### src/rtl/common.sv
`default_nettype none
// ============================================================================
//  Module      : common_pkg
//  Description : Pixel format shared by the draw layers, the per-layer
//                frame storage and the compositor.
//                  COLOR_WIDTH - bits per stored pixel
//                  COLOR_NONE  - "no pixel here" (transparent) value; the
//                                frame clear fills storage with it
//  Revision    : 1.0 - initial release
// ============================================================================
package common_pkg;

    localparam int                     COLOR_WIDTH = 8;
    localparam logic [COLOR_WIDTH-1:0] COLOR_NONE  = 8'hFF;

endpackage
`default_nettype wire

### src/rtl/framebuffer_arbiter.sv
`default_nettype none
// ============================================================================
//  Module      : framebuffer_arbiter
//  Description : Shares one single-port pixel RAM (registered read, 1-cycle
//                latency) between the display scan-out reader, a full-frame
//                clear engine and NUM_WRITERS round-robin draw engines.
//                One RAM operation per cycle: scan read > clear > draw write.
//
//  Ports
//    clk, reset          clock, synchronous active-high reset
//    scan_req/x/y        scan-out pixel request (read issued this cycle)
//    scan_valid/data     scan result, one cycle after scan_req
//    wr_req/x/y/color    per-writer draw request, held until granted
//    wr_grant            one-hot, combinational; write accepted this cycle
//    clear_start         pulse; start filling the frame with COLOR_NONE
//    clear_busy          clear in progress
//    mem_addr/we/wdata   RAM command
//    mem_rdata           RAM read data, valid one cycle after the address
//
//  Revision    : 1.0 - initial release
// ============================================================================
module framebuffer_arbiter
    import common_pkg::*;
#(
    parameter  int WIDTH       = 640,
    parameter  int HEIGHT      = 480,
    parameter  int NUM_WRITERS = 4,
    localparam int XW          = $clog2(WIDTH),
    localparam int YW          = $clog2(HEIGHT),
    localparam int AW          = $clog2(WIDTH*HEIGHT)
) (
    input  logic                                  clk,
    input  logic                                  reset,

    input  logic                                  scan_req,
    input  logic [XW-1:0]                         scan_x,
    input  logic [YW-1:0]                         scan_y,
    output logic                                  scan_valid,
    output logic [COLOR_WIDTH-1:0]                scan_data,

    input  logic [NUM_WRITERS-1:0]                wr_req,
    input  logic [NUM_WRITERS-1:0][XW-1:0]        wr_x,
    input  logic [NUM_WRITERS-1:0][YW-1:0]        wr_y,
    input  logic [NUM_WRITERS-1:0][COLOR_WIDTH-1:0] wr_color,
    output logic [NUM_WRITERS-1:0]                wr_grant,

    input  logic                                  clear_start,
    output logic                                  clear_busy,

    output logic [AW-1:0]                         mem_addr,
    output logic                                  mem_we,
    output logic [COLOR_WIDTH-1:0]                mem_wdata,
    input  logic [COLOR_WIDTH-1:0]                mem_rdata
);

    localparam int            PW         = (NUM_WRITERS > 1) ? $clog2(NUM_WRITERS) : 1;
    localparam logic [AW-1:0] c_LAST_PIX = AW'(WIDTH*HEIGHT - 1);

    typedef enum logic [0:0] {
        S_IDLE  = 1'b0,
        S_CLEAR = 1'b1
    } state_t;

    state_t         r_state;
    state_t         w_state_next;
    logic [AW-1:0]  r_clr_cnt;
    logic [AW-1:0]  w_clr_cnt_next;
    logic [PW-1:0]  r_ptr;
    logic [PW-1:0]  w_ptr_next;
    logic           r_scan_valid;
    logic           r_scan_oob;

    logic           w_found;
    int             w_win;
    logic           w_scan_ok;
    logic [AW-1:0]  w_scan_addr;

    // Linear pixel address, widened to the full address width before the
    // multiply so the product is never truncated to the coordinate width.
    function automatic logic [AW-1:0] pix_addr(input logic [XW-1:0] x,
                                               input logic [YW-1:0] y);
        return AW'(y) * AW'(WIDTH) + AW'(x);
    endfunction

    function automatic logic in_frame(input logic [XW-1:0] x,
                                      input logic [YW-1:0] y);
        return (32'(x) < WIDTH) && (32'(y) < HEIGHT);
    endfunction

    assign w_scan_ok   = in_frame(scan_x, scan_y);
    assign w_scan_addr = pix_addr(scan_x, scan_y);

    // ------------------------------------------------------------------
    // Registered state
    // ------------------------------------------------------------------
    always_ff @(posedge clk) begin
        if (reset) begin
            r_state      <= S_IDLE;
            r_clr_cnt    <= '0;
            r_ptr        <= '0;
            r_scan_valid <= 1'b0;
            r_scan_oob   <= 1'b0;
        end else begin
            r_state      <= w_state_next;
            r_clr_cnt    <= w_clr_cnt_next;
            r_ptr        <= w_ptr_next;
            r_scan_valid <= scan_req;
            r_scan_oob   <= scan_req && !w_scan_ok;
        end
    end

    // ------------------------------------------------------------------
    // Next state, RAM command and writer grant
    // ------------------------------------------------------------------
    always_comb begin
        w_state_next   = r_state;
        w_clr_cnt_next = r_clr_cnt;
        w_ptr_next     = r_ptr;
        wr_grant       = '0;
        mem_addr       = '0;
        mem_we         = 1'b0;
        mem_wdata      = '0;
        w_found        = 1'b0;
        w_win          = 0;

        // A clear can be launched even in a cycle the scan owns the RAM;
        // it simply begins writing once the port is free.
        if (r_state == S_IDLE && clear_start) begin
            w_state_next   = S_CLEAR;
            w_clr_cnt_next = '0;
        end

        if (scan_req) begin
            // Out-of-frame scans never touch the RAM; the result is
            // substituted on the return path instead.
            if (w_scan_ok) begin
                mem_addr = w_scan_addr;
            end
        end else if (r_state == S_CLEAR) begin
            mem_we    = 1'b1;
            mem_addr  = r_clr_cnt;
            mem_wdata = COLOR_NONE;
            if (r_clr_cnt == c_LAST_PIX) begin
                w_state_next   = S_IDLE;
                w_clr_cnt_next = '0;
            end else begin
                w_clr_cnt_next = r_clr_cnt + AW'(1);
            end
        end else if (!clear_start) begin
            // Round-robin search starting at the priority pointer.
            for (int k = 0; k < NUM_WRITERS; k++) begin
                if (!w_found && wr_req[(int'(r_ptr) + k) % NUM_WRITERS]) begin
                    w_found = 1'b1;
                    w_win   = (int'(r_ptr) + k) % NUM_WRITERS;
                end
            end
            if (w_found) begin
                wr_grant[w_win] = 1'b1;
                w_ptr_next      = PW'((w_win + 1) % NUM_WRITERS);
                // Off-frame draws are granted so the writer moves on, but
                // nothing is written.
                if (in_frame(wr_x[w_win], wr_y[w_win])) begin
                    mem_we    = 1'b1;
                    mem_addr  = pix_addr(wr_x[w_win], wr_y[w_win]);
                    mem_wdata = wr_color[w_win];
                end
            end
        end
    end

    // ------------------------------------------------------------------
    // Outputs
    // ------------------------------------------------------------------
    assign clear_busy = (r_state == S_CLEAR);
    assign scan_valid = r_scan_valid;
    // mem_rdata is itself registered by the RAM, so this is aligned with
    // scan_valid without another pipeline stage.
    assign scan_data  = !r_scan_valid ? '0 :
                        r_scan_oob    ? COLOR_NONE : mem_rdata;

endmodule
`default_nettype wire

### config.mk
export PLATFORM = sky130hd
export DESIGN_NAME = framebuffer_arbiter
export DESIGN_NICKNAME = d
export VERILOG_FILES = /design/src/rtl/common.sv /design/src/rtl/framebuffer_arbiter.sv
export SDC_FILE = /design/constraint.sdc
export NUM_CORES = 1
export LEC_CHECK = 0
export CAP_MARGIN = 30
export CORE_ASPECT_RATIO = 0.7
export CORE_MARGIN = 2
export CORE_UTILIZATION = 36
export DETAILED_ROUTE_END_ITERATION = 7
export PLACE_DENSITY = 0.75
export SLEW_MARGIN = 20
export SYNTH_ARGS = -nofsm -noshare
export SYNTH_HDL_FRONTEND = slang
export SYNTH_SLANG_ARGS = --single-unit
### constraint.sdc
create_clock -name clk -period 4.9 [get_ports clk]
set_input_delay 0.49 -clock clk [delete_from_list [all_inputs] [get_ports clk]]
set_output_delay 0.49 -clock clk [all_outputs]
set_load 0.05 [all_outputs]
[Word-level counts from Yosys, hierarchy flattened]
Cells that the tools add are included.
Storage, ports and cells
  register bits after elaboration: 24
  input port bits: 143
  output and inout bits: 42
  word-level logic and storage cells: 122
Operators by class
  $add $sub $neg: 7
  $mul: 2
  magnitude comparators: 10
  eq/ne operators: 1
  muxes and demuxes: 75
  bitwise gates (word level): 6
  reduce and logical (&&, ||, !) cells: 16
Operator list (count)
  $mux 32: 6
  $mux 19: 10
  $mux 8: 9
  $add 19x10->19: 2
  $mux 1: 33
  $ge 32x1->1 const B: 1
  $lt 32x4->1 const B: 1
  $mul 9x3->12 const B: 2
  $bmux 10 s2: 1
  $lt 10x10->1 const B: 2
  $mux 10: 2
  $add 19x1->19 const B: 1
  $eq 19x19->1 const B: 1
  $bmux 9 s2: 1
  $lt 9x9->1 const B: 2
  $mux 9: 2
  $bmux 8 s2: 1
  $mux 4: 4
  $lt 3x4->1 const B: 3
  $bmux 1 s2: 4
  $logic_and 1x1->1: 8
  $add 2x2->2 const B: 3
  $reduce_or 2->1: 3
  $logic_not 1->1: 4
  other kinds (7): 11

[Longest topological paths before layout]
  depth after elaboration: 34
  gate-level depth with buffers: 21

[Least setup slack after synthesis]
No wires, ideal clock.
  kind: in2out
  start point: in wr_req[2]
  end point: out mem_addr[17]
  data arrival time: 4.826 ns
  data required time: 4.410 ns
  slack: -0.416 ns
  cell stages on the path: 21
  path through: nor2b_2 a21boi_2 o32a_2 buf_12 buf_6 clkbuf_1 mux2i_1 nand2_1 o21ai_1 inv_1 ha_1 ha_1 fa_1 a21o_1 a21oi_1 nand2b_1 a21oi_1 xor2_1 nand3_1 xor2_1 o221ai_1
On the way
  longest elaborated chain between the ends: 34
  elaborated cells between the ends (all ways): 56
  those cells by class: 1 x add/sub; 1 x mul; 2 x order compare; 45 x mux; 7 x reduce/logical
Ends and longest elaborated chain
  start, declared: RTL line framebuffer_arbiter.sv:41  | input logic [NUM_WRITERS-1:0] wr_req,
  $bmux 1 s2: RTL line framebuffer_arbiter.sv:152  | if (!w_found && wr_req[(int'(r_ptr) + k) % NUM_WRITERS]) begin
  $mux 1 (not written as such): RTL line framebuffer_arbiter.sv:152
  $mux 1: RTL line framebuffer_arbiter.sv:152
  $mux 1: RTL line framebuffer_arbiter.sv:149  | end else if (!clear_start) begin
  $mux 1: RTL line framebuffer_arbiter.sv:139  | end else if (r_state == S_CLEAR) begin
  $mux 1: RTL line framebuffer_arbiter.sv:133  | if (scan_req) begin
  $logic_not 1->1: RTL line framebuffer_arbiter.sv:152
  $logic_and 1x1->1: RTL line framebuffer_arbiter.sv:152
  (+17 left out)
  $mux 9 (not written as such) or $mux 10 (tied branches) (2 in a row): RTL line framebuffer_arbiter.sv:162, framebuffer_arbiter.sv:164
  $mul 9x3->12 (tied with other cells): RTL line framebuffer_arbiter.sv:82  | return AW'(y) * AW'(WIDTH) + AW'(x);
  $add 19x10->19 or $logic_and 1x1->1 (tied branches): RTL line framebuffer_arbiter.sv:82, framebuffer_arbiter.sv:87
  $mux 19: RTL line framebuffer_arbiter.sv:162  | if (in_frame(wr_x[w_win], wr_y[w_win])) begin
  $mux 19 *: RTL line framebuffer_arbiter.sv:157  | if (w_found) begin
  $mux 19 *: RTL line framebuffer_arbiter.sv:149
  $mux 19 *: RTL line framebuffer_arbiter.sv:139
  $mux 19 *: RTL line framebuffer_arbiter.sv:133
  end, declared: RTL line framebuffer_arbiter.sv:50  | output logic [AW-1:0] mem_addr,
Every way passes the cells marked *; elsewhere a longest branch is shown, timed or not. The select of a mux whose other input is x is not followed.

[Worst setup path in the final report]
  start point: in wr_req[2]
  end point: out mem_addr[16]
The elaborated chain is that of the path after synthesis.

==> summary.md <==
| Metric | Value |
|---|---|
| CP Data Required Time | `roughly 4.4 ns` |
| Max stage delay on crit path | `roughly 0.37 ns` |
| VDD IR max | `about 0.00025 V` |
| M1 GR Usage | `0.290` |
| Nets@finish | `roughly 890` |
| Global route overflow | `0` |
| Total chip power | `1.68 mW` |
| Total CTS buffers | `3` |
| Filler cells | `slightly above 900` |
| First-pass DRT Iterations | `5` |
| Final Hold Slack | `around 0.53 ns` |
| Crit path DAT | `approximately 4.3 ns` |
| Vias in the first global route | `4,369` |
| Vias per cell | `roughly 5.4` |
| Distinct cells, synth | `59` |
| MaxCap Viol Count | `0` |
| H-Tree Depth | `1` |
| Total number of vias | `between 4,000 and 5,000` |
| Hold Violations, Final | `0` |
| Met3 Track Usage GR | `0.0255` |
| Crit path capture | `mem_addr[16]` |
| Post-Synthesis Cells | `slightly above 500` |
| Worst-margin pin slew | `between 0.8 and 0.9 ns` |
| First-pass GRT wire length | `~21 mm` |
| Clock skew | `0.00504 ns` |
| Layout cells sized above 1 | `0.181` |
| Cell count after placement | `between 800 and 900` |
| Slowest CP cell | `o32a_4` |
| Reg2reg start | `r_clr_cnt[0]` |
| CTS max path bufs | `2` |
| Slew Limit Fails | `0` |
| Chip width | `~130 um` |
| DRC marker count from the first detailed-route iteration | `about 300` |
| Yosys warns | `0` |
| I/O pin count | `185` |
| Grt met2 use | `0.381` |
| CP startpoint kind | `input pin` |
| Asr flop ratio synth | `0` |
| Instance area at placement | `6020 um2` |
| LEAKAGE | `2.55 nW` |
| Remaining DRCs | `0` |
| Main synth FF type | `dfxtp_1` |
| DP HPWL | `approximately 11 mm` |
| Total Wirelength | `13.7 mm` |
| Sequential area share after synthesis | `0.124` |
| Final Critical Period | `4.83 ns` |
| Slew Limit Headroom | `0.449` |
| Root buffer cell | `clkbuf_16` |
| Average size of a mapped cell | `approximately 7.6 um2` |
| Beginning of the critical path | `wr_req[2]` |
| Number of synthesized flops with an enable pin | `0` |
| Setup_tns | `0 ns` |
| Row cnt | `31` |
| Achievable Freq | `about 0.21 GHz` |
| Clk slew on worst S/H paths | `0.06 ns` |
| CP Max Fanout | `6` |
| Worst r2r path cells | `9` |
| Tcrit/Tclk final | `0.987` |
| Initial Util | `0.371` |
| Drt wl/cell | `around 16 um` |
| Routed Antenna Nets | `0` |
| CP Capture Type | `output port` |
| Busiest grt layer | `met2` |
| IO buf count | `184` |
| Die Y | `slightly above 90 um` |
| CTS tree | `built` |
| CP cell instances | `clkdlybuf4s15_1, nor2b_2, a21boi_2, o32a_4, buf_4, mux2i_2, nand2_1, o21ai_2, inv_1, ha_1, ha_2, fa_2, a21o_1, a21oi_4, xnor2_2, nand2_1, and4b_1, buf_4, xnor2_1, o21ai_2, buf_12` |
| Die area | `about 12,000 um2` |
| Tot GR Track Use | `0.219` |
| Crit Reg-Reg Endpoint | `r_clr_cnt[11]` |
| Synth Register Bits | `24` |
| Area Overhead vs Synth | `64.8%` |
| Hold Crit Class | `flop to flop` |
| Largest net degree at the start of global routing | `35` |
| Synth Cell Area | `just under 4000 um2` |
| Worst-skew pair later-pin latency | `0.26 ns` |
| Pwr Density | `approximately 260 nW/um2` |
| Status | `complete, no violations` |
| Routability Congestion | `between 0.9 and 1` |
| Fin cells | `approximately 840` |
| Cell area after layout | `around 6400 um2` |
| Initial antenna violation count | `0` |
| Syn_nets | `690` |
| Setup CP Type | `input pin to output port` |
| Sink Count | `24` |
| Setup slack, reg-to-reg | `1.83 ns` |
| Core area | `about 10,000 um2` |
| Setup Viol. Count Final | `0` |
| ANT cells | `0` |
==> registers in the layout, indices dropped and copies added (netlist names) <==
| signal | flops |
|---|---|
| scan_valid | 1 |
| r_ptr | 2 |
| r_clr_cnt | 19 |
| r_scan_oob | 1 |
| clear_busy | 1 |
==> synthesized netlist by cell type, types with 4 or more instances <==
| library cell | n | area (um2) |
|---|---|---|
| nand3_1 | 11 | 55.1 |
| xor2_1 | 21 | 184 |
| a21o_1 | 5 | 37.5 |
| mux2i_1 | 38 | 380 |
| dfxtp_1 | 24 | 480 |
| o21a_1 | 17 | 128 |
| clkbuf_1 | 17 | 63.8 |
| a211oi_1 | 4 | 30.0 |
| o21bai_1 | 5 | 37.5 |
| a21oi_1 | 40 | 200 |
| nand2_1 | 20 | 75.1 |
| xnor2_1 | 12 | 105 |
| a22oi_1 | 20 | 150 |
| fa_1 | 4 | 80.1 |
| mux2_2 | 20 | 225 |
| ha_1 | 35 | 438 |
| a311oi_1 | 4 | 35.0 |
| o21ai_0 | 10 | 50.1 |
| inv_1 | 17 | 63.8 |
| o21ai_1 | 30 | 150 |
| nor2_1 | 67 | 251 |
| and2_1 | 7 | 43.8 |
| nor3_1 | 4 | 20.0 |
| and3_1 | 8 | 50.1 |
| mux2_1 | 4 | 45.0 |
| nor3b_1 | 12 | 90.1 |
| nor2b_1 | 8 | 50.1 |
==> worst max-delay path: cells and delay by family <==
kind | cells | cell delay, ns
xor gates and xnor gates | 2 | 0.21
adders and majority gates | 3 | 0.87
and+or+nand+nor | 4 | 0.68
buffers and inverters | 5 | 0.74
muxes | 1 | 0.17
AOI/OAI and AO/OA | 6 | 1.17
==> how the worst min path moves through the flow <==
stage                             start       endpoint  slack [ns]  depth (start not counted)
after floorplan           r_clr_cnt[18]  r_clr_cnt[18]        0.47                          1
after global placement    r_clr_cnt[18]  r_clr_cnt[18]        0.50                          1
after detailed placement  r_clr_cnt[18]  r_clr_cnt[18]        0.51                          1
after CTS                 r_clr_cnt[18]  r_clr_cnt[18]        0.52                          1
after global routing      r_clr_cnt[18]  r_clr_cnt[18]        0.55                          1
final                     r_clr_cnt[18]  r_clr_cnt[18]        0.53                          1
==> metrics by stage <==
step / utilization / setup WS, ns
3_3_place_gp: 0.579 / -0.0973
2_1_floorplan: - / -0.0954
5_1_grt: 0.612 / -0.0731
3_5_place_dp: 0.579 / -0.399
4_1_cts: 0.599 / 0.0173
6_report: 0.612 / 0.0655
==> what timing repair did <==
action	CTS	global route
hold buffers	0	0
pin swaps	13	10
resized for setup	20	22
buffers inserted	4	1
endpoints found under the setup margin	6	5
==> cells by family after synthesis <==
logic type / after synthesis / synth area share
and+or+nand+nor: 157 / 0.204
AOI/OAI and AO/OA: 147 / 0.239
muxes: 62 / 0.169
buffers and inverters: 46 / 0.0548
adders and majority gates: 39 / 0.134
xor gates and xnor gates: 33 / 0.0749
DFF: 24 / 0.124
==> final cells by class <==
type / count / area [um2] / area share
clock buffers: 3 / 75.1 / 0.0118
clock inverters: 1 / 30.0 / 0.00472
inverters: 21 / 78.8 / 0.0124
multi-input cells: 438 / 3380 / 0.531
flip-flops and latches: 24 / 480 / 0.0755
well taps: 132 / 165 / 0.0260
repair buffers: 216 / 2150 / 0.338
==> metal layers <==
metal | part of all wire | wire length, um
met1 | 0.44 | 6010
met2 | 0.49 | 6750
met3 | 0.054 | 742
met4 | 0.016 | 222
met5 | 0 | 0
==> report_power, final <==
part           switching, mW  internal, mW
clock                 0.0696         0.162
sequential           0.00669         0.198
combinational          0.647         0.600
total                  0.723         0.961
==> layout by cell type, fill, tap and decap left out, types with 5 or more instances in the layout <==
cell type	count
nor2b_1	7
o21ai_0	10
and2_1	6
nand3_1	10
nor2_1	63
mux2_2	20
o21a_1	17
dfxtp_1	24
nor3b_1	11
ha_1	30
o21bai_1	5
buf_4	48
and3_1	8
o21ai_1	25
a21oi_1	37
buf_12	11
inv_1	17
clkdlybuf4s50_1	152
nand2_1	20
xnor2_1	10
mux2i_1	36
a22oi_1	20
a21o_1	5
xor2_1	19
Power figures use the tool's default switching activity.
==> variant: new RTL, same flow settings <==
The parameter `WIDTH` goes from 640 to 320.
--- a/src/rtl/framebuffer_arbiter.sv
+++ b/src/rtl/framebuffer_arbiter.sv
@@ -22,7 +22,7 @@
 module framebuffer_arbiter
     import common_pkg::*;
 #(
-    parameter  int WIDTH       = 640,
+    parameter  int WIDTH       = 320,
     parameter  int HEIGHT      = 480,
     parameter  int NUM_WRITERS = 4,
     localparam int XW          = $clog2(WIDTH),
Ports: changed (resized mem_addr, scan_x and wr_x); port bits go from 185 to 179. No check against the original RTL was run, so the function may have changed too.
==> variant against the original RTL <==
Register-to-register slack gained 0.29 ns. Global-route usage is 2.4 points higher. Synthesized area rose by 0.97%. Setup slack improved by 0.10 ns. Combinational power increased by 5%. Count of clock-buffer cells in the layout up 1. Sequential cell count fell by 1. Critical path type is now reg2out. Total power barely moved. Sequential share of layout area down 0.46 points. First-iteration DRC count increased by 36%. Design area increased by 2.0%. Synthesized cell count grew 14%. Routed wire length increased by 17%. Non-clock buffer count rose by 21.
==> variant: results (changes against the original RTL) <==
list of most frequent post-synthesis cells=nand2_1, nand3_1, a21oi_1, nor2_1, ha_1; Synth Area per Inst=6.74 um2 (-11%); Pleak=2.68 nW (+5.2%); drt pass-1 iters=5 (unchanged); sequential share of the synthesized area=11.8% (-0.63 points); CP top delay family=compound AO/OA/AOI/OAI gates; WP data arrival=4.24 ns (-0.10 ns); cell with the largest stage delay on the worst path=dfxtp_1; Max IR drop VDD=0.000146 V (-43%); worst r2r path cells=8 (-1); Nets=968 (+9.3%); worst hold-check path type=reg2reg; Detail Placement HPWL=12600 um (+14%); antenna violations before repair=0 (unchanged); Regs by FF count=r_clr_cnt (18), r_ptr (2); Placed Area=6160 um2 (+2.3%); Crit path largest cell delay=0.40 ns (+0.03 ns); outcome=complete, no violations; Routed WL per cell=17.4 um (+5.6%); WL met1=7040 um (+17%); mux share of post-synthesis cell area=1.73% (-15 points); pin count of the biggest net entering global routing=23 (-34%); post-synthesis xor/xnor area fraction=6.65% (-0.84 points); DR iter-0 viols=397 (+36%); Top FF cell, synth=dfxtp_1; vias in the first global route=4692 (+7.4%); CTS buffer count=3 (unchanged); I/O Buffers=178 (-3.3%); Synth Area in Compound Gates=30.4% (+6.5 points); top layer in use=met4; met3 wire len=1070 um (+44%); H-tree depth=1 (unchanged); placed cells=903 (+9.5%); adder-cell share of the synthesized area=13.3% (-0.13 points); post-place setup slack=-0.209 ns (+0.190 ns); Distinct cells, synth=63 (+6.8%); warnings from Yosys=0 (unchanged); WL met2=7600 um (+13%); asr flop ratio synth=0% (unchanged); deepest clock path buffer count=2 (unchanged); worst slew pin tran=0.779 ns (-0.0466 ns); layout cell share with drive strength beyond 1=16.8% (-1.2 points); Clock Latency Late Sink=0.25 ns; antenna diode instance count=0 (unchanged); CTS clk-pin slew, worst paths=0.06 ns (about the same); first-pass GRT wire length=23300 um (+11%); gpl congestion=0.956 (+1.3%); clock skew=0.00148 ns (-0.00356 ns); vias per cell=5.70 (+5.4%); Hold Crit Depth=1 (unchanged); Root Buffer=clkbuf_16; most area-consuming cells after synthesis=dfxtp_1, ha_1, nand2_1; total track usage=24.3% (+2.4 points); via count=5259 (+16%); Critical Path Fanout Max=6 (unchanged); Post-Syn Nets=755 (+9.4%)
==> variant: cell count changes after synthesis, moves of 6 or more <==
cell | unedited run | this run
nand2_1 | 20 | 97
nor2_1 | 67 | 47
nor3b_1 | 12 | 5
nand3_1 | 11 | 49
o21ai_1 | 30 | 23
o21ai_0 | 10 | 29
nor3_1 | 4 | 10
mux2_2 | 20 | 2
mux2i_1 | 38 | 3
a21oi_1 | 40 | 48
==> variant: timing repair <==
item,CTS,global route
resized for setup,16,28
gates cloned,0,1
endpoints found under the setup margin,4,4
buffers inserted,3,10
pin swaps,7,21
==> variant: power breakdown <==
group          internal, mW  switching, mW  leakage [nW]  total (mW)
logic                 0.643          0.665          2.46        1.31
registers             0.190        0.00780         0.186       0.198
clock network         0.111         0.0650        0.0382       0.176
total                 0.944          0.738          2.68        1.68
==> variant: worst paths after layout <==
path / start / endpoint / slack, ns
max: r_ptr[1] / mem_addr[16] / 0.17
min: r_clr_cnt[17] / r_clr_cnt[17] / 0.54
max reg2reg: r_clr_cnt[1] / r_clr_cnt[5] / 2.12
min reg2reg: r_clr_cnt[17] / r_clr_cnt[17] / 0.54
==> variant: cell type report <==
cell class	count	area, um2
timing repair inverter	1	5.00
sequential	23	460
fill	921	3940
tap	132	165
timing repair buffer	237	2330
inverter	20	80.1
clock buffer	4	78.8
multi-input combinational	505	3380
==> variant: routing by layer <==
metal  vias to the layer above  global-route usage [%]
met5                         -                       0
met4                         0                    5.04
met3                        26                    3.24
met2                       207                    40.3
met1                      2511                    33.7
li1                       2515                       -
==> variant: worst reg2reg max path: cells and delay by family (launching register included) <==
family	cells	cell delay [ns]
AND/OR/NAND/NOR	4	1.43
flip-flops	1	0.47
AO/OA/AOI/OAI	3	0.46
adder cells (fa/ha/maj)	1	0.27
